### src/rtl/gpu_pkg.sv
// Shared GPU definitions: tile geometry, pixel-generator FSM states and
// attribute byte layout.
package gpu_pkg;

    // Tiles are 8x8 source pixels.
    localparam int unsigned TILE_SIZE_LOG2 = 3;

    // Attribute byte: foreground palette index in the high nibble,
    // background palette index in the low nibble.
    localparam int unsigned ATTR_FG_MSB = 7;
    localparam int unsigned ATTR_FG_LSB = 4;
    localparam int unsigned ATTR_BG_MSB = 3;
    localparam int unsigned ATTR_BG_LSB = 0;

    // Pixel fetch sequence, one state per clk.
    typedef enum logic [2:0] {
        IDLE,
        TILE,
        PAT,
        COL,
        OUT,
        BLANK
    } gpu_state_t;

endpackage

### src/rtl/tile_pixel_generator.sv
// Tile-mode pixel generator: maps the beam position through scaling and
// scroll into a wrapped tile map, then walks tile/attribute, pattern and
// palette RAMs to produce one colour per pixel strobe.
module tile_pixel_generator
    import gpu_pkg::*;
#(
    parameter int unsigned MAP_COLS_LOG2     = 6,
    parameter int unsigned MAP_ROWS_LOG2     = 5,
    parameter int unsigned SCALE_LOG2        = 1,
    parameter int unsigned PIXEL_W           = 8,
    parameter int unsigned PATTERN_MSB_FIRST = 0
) (
    input  logic                                   clk,
    input  logic                                   rst,
    input  logic                                   pixel_clk,
    input  logic                                   active,
    input  logic [9:0]                             cycle,
    input  logic [8:0]                             scanline,
    input  logic [MAP_COLS_LOG2+2:0]               scroll_x,
    input  logic [MAP_ROWS_LOG2+2:0]               scroll_y,
    output logic [MAP_ROWS_LOG2+MAP_COLS_LOG2-1:0] tile_memory_read_addr,
    output logic                                   tile_memory_read_enable,
    input  logic [7:0]                             tile_memory_read_data,
    output logic [MAP_ROWS_LOG2+MAP_COLS_LOG2-1:0] attribute_memory_read_addr,
    output logic                                   attribute_memory_read_enable,
    input  logic [7:0]                             attribute_memory_read_data,
    output logic [10:0]                            pattern_memory_read_addr,
    output logic                                   pattern_memory_read_enable,
    input  logic [7:0]                             pattern_memory_read_data,
    output logic [3:0]                             color_memory_read_addr,
    output logic                                   color_memory_read_enable,
    input  logic [PIXEL_W-1:0]                     color_memory_read_data,
    output logic [PIXEL_W-1:0]                     pixel_data,
    output logic                                   pixel_valid,
    output logic                                   overrun
);

    localparam int unsigned SXW = MAP_COLS_LOG2 + TILE_SIZE_LOG2;
    localparam int unsigned SYW = MAP_ROWS_LOG2 + TILE_SIZE_LOG2;

    gpu_state_t state, state_n;

    logic [SXW-1:0] sx_next, sx_q;
    logic [SYW-1:0] sy_next, sy_q;
    logic [7:0]     attr_q;
    logic           pat_bit;
    logic [2:0]     bit_idx;

    // Truncation to the map width makes the scroll wrap around the map edges.
    assign sx_next = SXW'(cycle >> SCALE_LOG2) + scroll_x;
    assign sy_next = SYW'(scanline >> SCALE_LOG2) + scroll_y;

    // Pattern bit order: column n uses bit n, or bit 7-n when MSB-first.
    assign bit_idx = (PATTERN_MSB_FIRST != 0) ? ~sx_q[2:0] : sx_q[2:0];
    assign pat_bit = pattern_memory_read_data[bit_idx];

    // State register.
    always_ff @(posedge clk or posedge rst) begin
        if (rst) begin
            state <= IDLE;
        end else begin
            state <= state_n;
        end
    end

    // Coordinate latch, attribute capture, pixel output and overrun flag.
    always_ff @(posedge clk or posedge rst) begin
        if (rst) begin
            sx_q        <= '0;
            sy_q        <= '0;
            attr_q      <= '0;
            pixel_data  <= '0;
            pixel_valid <= 1'b0;
            overrun     <= 1'b0;
        end else begin
            pixel_valid <= 1'b0;
            if (state == IDLE && pixel_clk && active) begin
                sx_q <= sx_next;
                sy_q <= sy_next;
            end
            if (state != IDLE && pixel_clk) begin
                overrun <= 1'b1;
            end
            if (state == PAT) begin
                attr_q <= attribute_memory_read_data;
            end
            if (state == OUT) begin
                pixel_data  <= color_memory_read_data;
                pixel_valid <= 1'b1;
            end
            if (state == BLANK) begin
                pixel_data  <= '0;
                pixel_valid <= 1'b1;
            end
        end
    end

    // Next state and RAM address/enable strobes; addresses read as zero
    // outside the state that uses them.
    always_comb begin
        state_n                      = state;
        tile_memory_read_addr        = '0;
        tile_memory_read_enable      = 1'b0;
        attribute_memory_read_addr   = '0;
        attribute_memory_read_enable = 1'b0;
        pattern_memory_read_addr     = '0;
        pattern_memory_read_enable   = 1'b0;
        color_memory_read_addr       = '0;
        color_memory_read_enable     = 1'b0;
        case (state)
            IDLE: begin
                if (pixel_clk) begin
                    state_n = active ? TILE : BLANK;
                end
            end
            TILE: begin
                tile_memory_read_addr        = {sy_q[SYW-1:TILE_SIZE_LOG2], sx_q[SXW-1:TILE_SIZE_LOG2]};
                tile_memory_read_enable      = 1'b1;
                attribute_memory_read_addr   = {sy_q[SYW-1:TILE_SIZE_LOG2], sx_q[SXW-1:TILE_SIZE_LOG2]};
                attribute_memory_read_enable = 1'b1;
                state_n                      = PAT;
            end
            PAT: begin
                pattern_memory_read_addr   = {tile_memory_read_data, sy_q[2:0]};
                pattern_memory_read_enable = 1'b1;
                state_n                    = COL;
            end
            COL: begin
                color_memory_read_addr   = pat_bit ? attr_q[ATTR_FG_MSB:ATTR_FG_LSB]
                                                   : attr_q[ATTR_BG_MSB:ATTR_BG_LSB];
                color_memory_read_enable = 1'b1;
                state_n                  = OUT;
            end
            OUT: begin
                state_n = IDLE;
            end
            BLANK: begin
                state_n = IDLE;
            end
            default: begin
                state_n = IDLE;
            end
        endcase
    end

endmodule

### config.mk
export PLATFORM = sky130hd
export DESIGN_NAME = tile_pixel_generator
export DESIGN_NICKNAME = d
export VERILOG_FILES = /design/src/rtl/gpu_pkg.sv /design/src/rtl/tile_pixel_generator.sv
export SDC_FILE = /design/constraint.sdc
export NUM_CORES = 1
export LEC_CHECK = 0
export CORE_ASPECT_RATIO = 1.25
export CORE_MARGIN = 3
export CORE_UTILIZATION = 36
export DETAILED_ROUTE_END_ITERATION = 16
export HOLD_SLACK_MARGIN = 0.02
export PLACE_DENSITY = 0.86
export SYNTH_ARGS = -nofsm -noshare
export SYNTH_HDL_FRONTEND = slang
export SYNTH_SLANG_ARGS = --single-unit
export TNS_END_PERCENT = 1
### constraint.sdc
create_clock -name clk -period 1.8 [get_ports clk]
set_clock_uncertainty 0.05 [all_clocks]
set_input_delay 0.27 -clock clk [delete_from_list [all_inputs] [get_ports clk]]
set_output_delay 0.27 -clock clk [all_outputs]
set_load 0.05 [all_outputs]
==> reports/qor.yml, run 1 <==
status:
  status: "finished with violations"
  violations: "negative setup slack"
timing:
  max_freq_ghz: 0.4205
  rsz0062_at_grt: "true"
  setup_tns_ps: -3177
  hold_viol: 0
  layout_setup_ws_ps: -578.1
  drv_slew: 0
  setup_viol: 19
  period_share_pct: 132.1
  fin_crit_ps: 2378
  tightestPinTransition_ps: 526.0
  slew_headroom_pct: 64.88
power_and_ir_drop:
  power.total_mw: 6.797
  peakVddDrop_mv: 0.7311
  power_leakage_nw: 2.040
  cellPowerDensity_mw_per_mm2: 1505
clocking:
  cts_buffers: 5
  cts_tree: "yes"
  ctsHtreeMaxLevel: 2
  ctsHoldBuffers: 0
  cts_root_buf: "clkbuf_8"
  clockBufferDepth: 2
  clk_pin_slew_ps: 70
  clock_latency_ps: 290
  cts_sinks: 38
job:
  drv_cap: 0
routing:
  drt_iter0_drc: 44
  dr_wl_met3_um: 320
  maxUsedRoutingLayer: "met4"
  drc: 0
  finalWirelength_mm: 6.874
  wl_met2_mm: 3.901
  firstDrtPassIters: 4
  ant_nets: 0
  post_drt_wl_per_cell_um: 14.78
  vias_per_cell: 4.880
  num_vias: 2269
  wl_met1_mm: 2.478
critical_path:
  endpoint_kind: "output port"
  path_max_fanout: 3
  cp_slowest_stage_delay_ps: 550
  cp.required_ps: 1480
  crit_arrival_ps: 2060
  crit_type: "flip-flop to output port"
  path_cells: "mux4_2 -> mux2i_4 -> buf_6 -> mux2i_4 -> nor2_4 -> buf_6"
  cp_top_family: "multiplexers"
  path_buf_inv: 2
  cp_slowest_cell: "mux4_2"
  cp-start-kind: "flip-flop"
yosys:
  synth-seq-cells: 38
  seq_area_frac_synth_pct: 39.44
  synthTopCellsByArea: "dfrtp_1, ha_1, o21ai_0"
  synth_mux_area_share_pct: 9.912
  synth_adder_area_share_pct: 9.445
  synth_warnings: 0
  synth.largest_area_cell: "dfrtp_1"
  syn_nets: 334
  synth-compound-area-share_pct: 13.91
  synth_top_family_by_area: "simple AND/OR/NAND/NOR gates"
  synthSimpleGateAreaFrac_pct: 16.29
  syn_area_per_cell_sq_um: 9.841
  ys_types: 35
  synth_top_area_share_pct: 39.44
  synthXorXnorAreaFrac_pct: 4.722
  synthCells: 245
  syn_area_sq_mm: 0.002411
global_route:
  grt_usage_pct: 17.54
  grt_pass1_vias: 2465
  grt_pass1_wl_mm: 10.77
  grt_max_degree: 39
  overflow: 0
  antenna_found_initial: 0
layout:
  area_delta_synth_final_pct: 87.34
  layout.nets: 468
  postLayoutCoreUtil_pct: 71.40
  final_area_sq_mm: 0.004517
  final_cell_mix: "clkdlybuf4s50_1, buf_12, dfrtp_1"
  n_antenna_cell: 0
  layout-drive-gt1-share_pct: 34.74
  finalNonFillerCells: 465
  layout_commonest_cell: "clkdlybuf4s50_1"
place:
  gp_congestion: 0.8124
  placed_cells: 455
  dpl-instance-area_sq_mm: 0.004219
  dpl.hpwl_mm: 5.439
  port_buffers: 120
floorplan:
  start_util_pct: 38.11
  core-area_sq_mm: 0.006326
  die-area_sq_mm: 0.007721
  fp.dieW_um: 79.20
  die_h_um: 97.50
  rows: 32
  ioPinCount: 123
worst_hold_path:
  hold_path_class: "primary input to asynchronous set/reset pin"
==> synth_stat cells <==
library cell and number:
mux4_1 2, a21o_1 4, nand2b_1 11, nand3b_1 1, xnor2_1 6, and2_1 12, o31ai_1 3, o31a_1 1
and3_1 11, ha_1 15, dfrtp_1 38, o21a_1 4, nor4b_1 1, mux2_2 11, fa_1 2, o21ai_0 26
nand4b_1 1, nor2b_1 1, nor3b_1 1, inv_1 6, or2_2 1, a31oi_1 1, buf_2 1, nor2_1 10
mux2i_4 1, a21oi_1 8, xor2_1 7, o211ai_1 3, mux2i_1 4, nand2_1 22, a211oi_1 4, o21bai_1 2
nor3_1 3, clkbuf_1 9, buf_4 12
==> kinds of logic after synthesis <==
family,Yosys count
xor gates and xnor gates,13
buffers and inverters,28
AOI/OAI and AO/OA,56
DFF,38
and+or+nand+nor,75
muxes,18
adders and majority gates,17
==> power breakdown <==
part | switching, mW | internal [mW] | total, mW | leakage (nW)
clock network | 0.291 | 0.407 | 0.699 | 0.0579
registers | 0.277 | 1.24 | 1.52 | 0.467
logic | 2.38 | 2.20 | 4.58 | 1.51
==> worst reg2reg max path, stage by stage, from the launching register on <==
cell	delay, ps
dfrtp_2	450
nor2_2	180
and2_1	140
buf_4	190
mux2_2	370
==> through the flow <==
stage,hold slack (ps),setup slack (ps)
final,366.0,-578.1
after global routing,396.6,-648.2
after CTS,373.9,-569.6
after detailed placement,416.3,-708.0
after global placement,405.4,-601.8
after floorplan,337.0,-139.5
==> per-layer routing <==
metal  global-route usage (%)  vias up
li1                         -     1110
met1                    17.98     1067
met2                    34.18       78
met3                    3.618       14
met4                    5.688        0
met5                        0        -
==> state kept, by name, summed over array words and instances, names as in the netlist <==
name and count:
attr_q 8, overrun 1, pixel_data 8, pixel_valid 1
state 3, sx_q 9, sy_q 8
==> final cells by class <==
class | count | area, sq um
multi-input cells | 179 | 1488
clock buffers | 5 | 68.82
well taps | 85 | 106.4
repair buffers | 149 | 1839
fillers | 478 | 1809
clock inverters | 3 | 40.04
flip-flops and latches | 38 | 952.2
inverters | 6 | 22.52
==> path summary, 6_finish.rpt <==
kind | from | to | slack [ps] | depth (start not counted)
max | sx_q[0] | color_memory_read_addr[2] | -580 | 6
min | rst | pixel_data[3] | 370 | 3
max reg2reg | state[2] | attr_q[3] | 300 | 4
min reg2reg | sy_q[6] | sy_q[6] | 430 | 2
max in group asynchronous | rst | state[2] | 990 | 3
min in group clk | sy_q[6] | sy_q[6] | 430 | 2
==> repair_timing <==
item                       4_1_cts  5_1_grt
cloned                           0        0
setup endpoints to repair       39       53
gates resized for setup         29       21
pin swaps                        5        8
buffers inserted                 2        0
Power figures use the tool's default switching activity.
==> inputs of run 2 (changes only) <==
SLEW_MARGIN = 25   (was default)
==> results of run 2 <==
No change in the layout: final DEF, timing and power equal those of run 1.
==> inputs of run 3 (changes only) <==
CORE_ASPECT_RATIO = 0.6   (was 1.25)
SLEW_MARGIN = 20   (was 25)
==> run 3 against run 2 <==
  * The run still ends with negative setup slack left
  * Die area is 0.34% higher
  * Combinational power is essentially flat
  * Non-clock buffer count up 1
  * Utilization is 0.59 points higher
  * Worst setup slack gained 26 ps
  * Flip-flop and latch count is the same
  * Fmax grew 1.1%
  * Critical endpoint is now color_memory_read_addr[1]
  * Largest cell class unchanged
==> reports/qor.yml, run 3 (synthesis results as in run 1) <==
status:
  status: "finished with violations"
  violations: "negative setup slack"
timing:
  setup_viol: 31
  slew_headroom_pct: 66.15
  whs_ps: 268.1
  drv_slew: 0
  fin_crit_ps: 2352
  tightestPinTransition_ps: 507.0
  period_share_pct: 130.7
  layout_setup_ws_ps: -551.7
  max_freq_ghz: 0.4252
  hold_viol: 0
  rsz0062_at_grt: "true"
worst_hold_path:
  hold_path_class: "primary input to asynchronous set/reset pin"
routing:
  drt_iter0_drc: 74
  drc: 0
  ant_nets: 0
  vias_per_cell: 4.910
  num_vias: 2283
  firstDrtPassIters: 4
  finalWirelength_mm: 6.938
  post_drt_wl_per_cell_um: 14.92
critical_path:
  reg2reg_from: "state[2]"
  crit_type: "flip-flop to output port"
  path_cells: "mux4_2 -> mux2i_4 -> buf_12 -> mux2i_4 -> nor2_4 -> buf_6"
  cp_common_cell: "mux2i_4"
  path_max_fanout: 4
  r2r_cells: 4
  cp-start-kind: "flip-flop"
  cp_slowest_cell: "mux4_2"
  crit_arrival_ps: 2030
  endpoint_kind: "output port"
  cp.required_ps: 1480
  startpoint: "sx_q[0]"
  cp_slowest_stage_delay_ps: 550
global_route:
  antenna_found_initial: 0
  grt_usage_pct: 17.12
  overflow: 0
  grt_max_degree: 39
  grt_pass1_wl_mm: 11.01
  grt_pass1_vias: 2374
clocking:
  cts_sinks: 38
  cts_tree: "yes"
  ctsHtreeMaxLevel: 2
  clk_pin_slew_ps: 80
  ctsHoldBuffers: 0
  cts_buffers: 5
  clock_latency_ps: 280
  cts_root_buf: "clkbuf_8"
  clockBufferDepth: 2
layout:
  n_fill_cell: 461
  n_antenna_cell: 0
  top_register: "sx_q"
  area_delta_synth_final_pct: 88.22
  final_cell_mix: "clkdlybuf4s50_1, buf_12, dfrtp_1"
  largest_reg_flops: 9
  layout.nets: 469
  layout_commonest_cell: "clkdlybuf4s50_1"
  postLayoutCoreUtil_pct: 71.99
  layout-drive-gt1-share_pct: 36.22
floorplan:
  ioPinCount: 123
  die_h_um: 69.39
  core-area_sq_mm: 0.006304
  rows: 22
  die-area_sq_mm: 0.007747
  fp.dieW_um: 111.7
  start_util_pct: 38.25
power_and_ir_drop:
  p_int_mw: 3.781
  power_leakage_nw: 2.009
  pwr-share-seq_pct: 23.3
  swShare_pct: 44.04
  cellPowerDensity_mw_per_mm2: 1489
  peakVddDrop_mv: 0.9853
  p_comb_share_pct: 67.7
  power_switching_mw: 2.975
  clkPwrFrac_pct: 9.0
place:
  port_buffers: 120
  gp_congestion: 0.8549
  dpl.hpwl_mm: 5.582
job:
  drv_cap: 0
-- run 3: cell types whose count changed in the layout (fill, tap and decap cells not counted), sizes merged, moves of 2 or more --
cell,delta
dlygate4sd2,+3
dlymetal6s2s,-2
buf,+3
clkdlybuf4s50,-3
-- run 3: path summary, 6_finish.rpt --
path,endpoint,slack [ps]
max reg2reg,attr_q[7],320
min reg2reg,overrun,430
min,state[1],270
max,color_memory_read_addr[1],-550
max in group asynchronous,state[2],1240
min in group clk,overrun,430
-- run 3: cell type report --
class	instances	area (sq um)	area share [%]
repair buffers	150	1856	40.89
multi-input cells	179	1506	33.20
flip-flops and latches	38	953.4	21.01
well taps	84	105.1	2.316
clock buffers	6	82.58	1.820
inverters	6	22.52	0.4963
clock inverters	2	12.51	0.2757
-- run 3: per-layer routing --
metal	global-route usage [%]	part of all wire [%]	vias to the layer above	routed length, um
met5	0	0	-	0
met4	4.318	0.97	0	67
met3	3.749	5.8	8	400
met2	31.14	50	88	3470
met1	20.52	43	1074	3000
li1	-	-	1113	-
-- run 3: critical path: cells and delay by family, from the launching register on --
kind,cells,cell delay [ps]
buffers and inverters,2,300
flip-flops,1,420
multiplexers,3,980
AND/OR/NAND/NOR,1,40
-- run 3: stage by stage --
step	setup slack [ps]	std cells	instance area [sq um]	TNS, ps	total power [mW]
2_1_floorplan	-139.5	245	2475	-1781	3.993
3_3_place_gp	-537.9	456	4253	-5775	5.637
3_5_place_dp	-655.2	456	4253	-6874	5.770
4_1_cts	-577.1	465	4454	-5341	6.705
5_1_grt	-636.1	465	4538	-5188	7.102
6_report	-551.7	465	4538	-2952	6.756
-- run 3: power groups by stage --
stage	clock network, mW	logic [mW]	registers [mW]
after floorplan	0	2.28	1.71
after global placement	0	4.16	1.48
after detailed placement	0	4.26	1.51
after CTS	0.625	4.53	1.55
after global routing	0.671	4.81	1.62
final	0.608	4.57	1.57
-- run 3: what timing repair did --
action,CTS,global route
gates resized for setup,29,23
pin swaps,6,14
hold endpoints to repair,0,0
setup endpoints to repair,48,51
buffers inserted,1,0
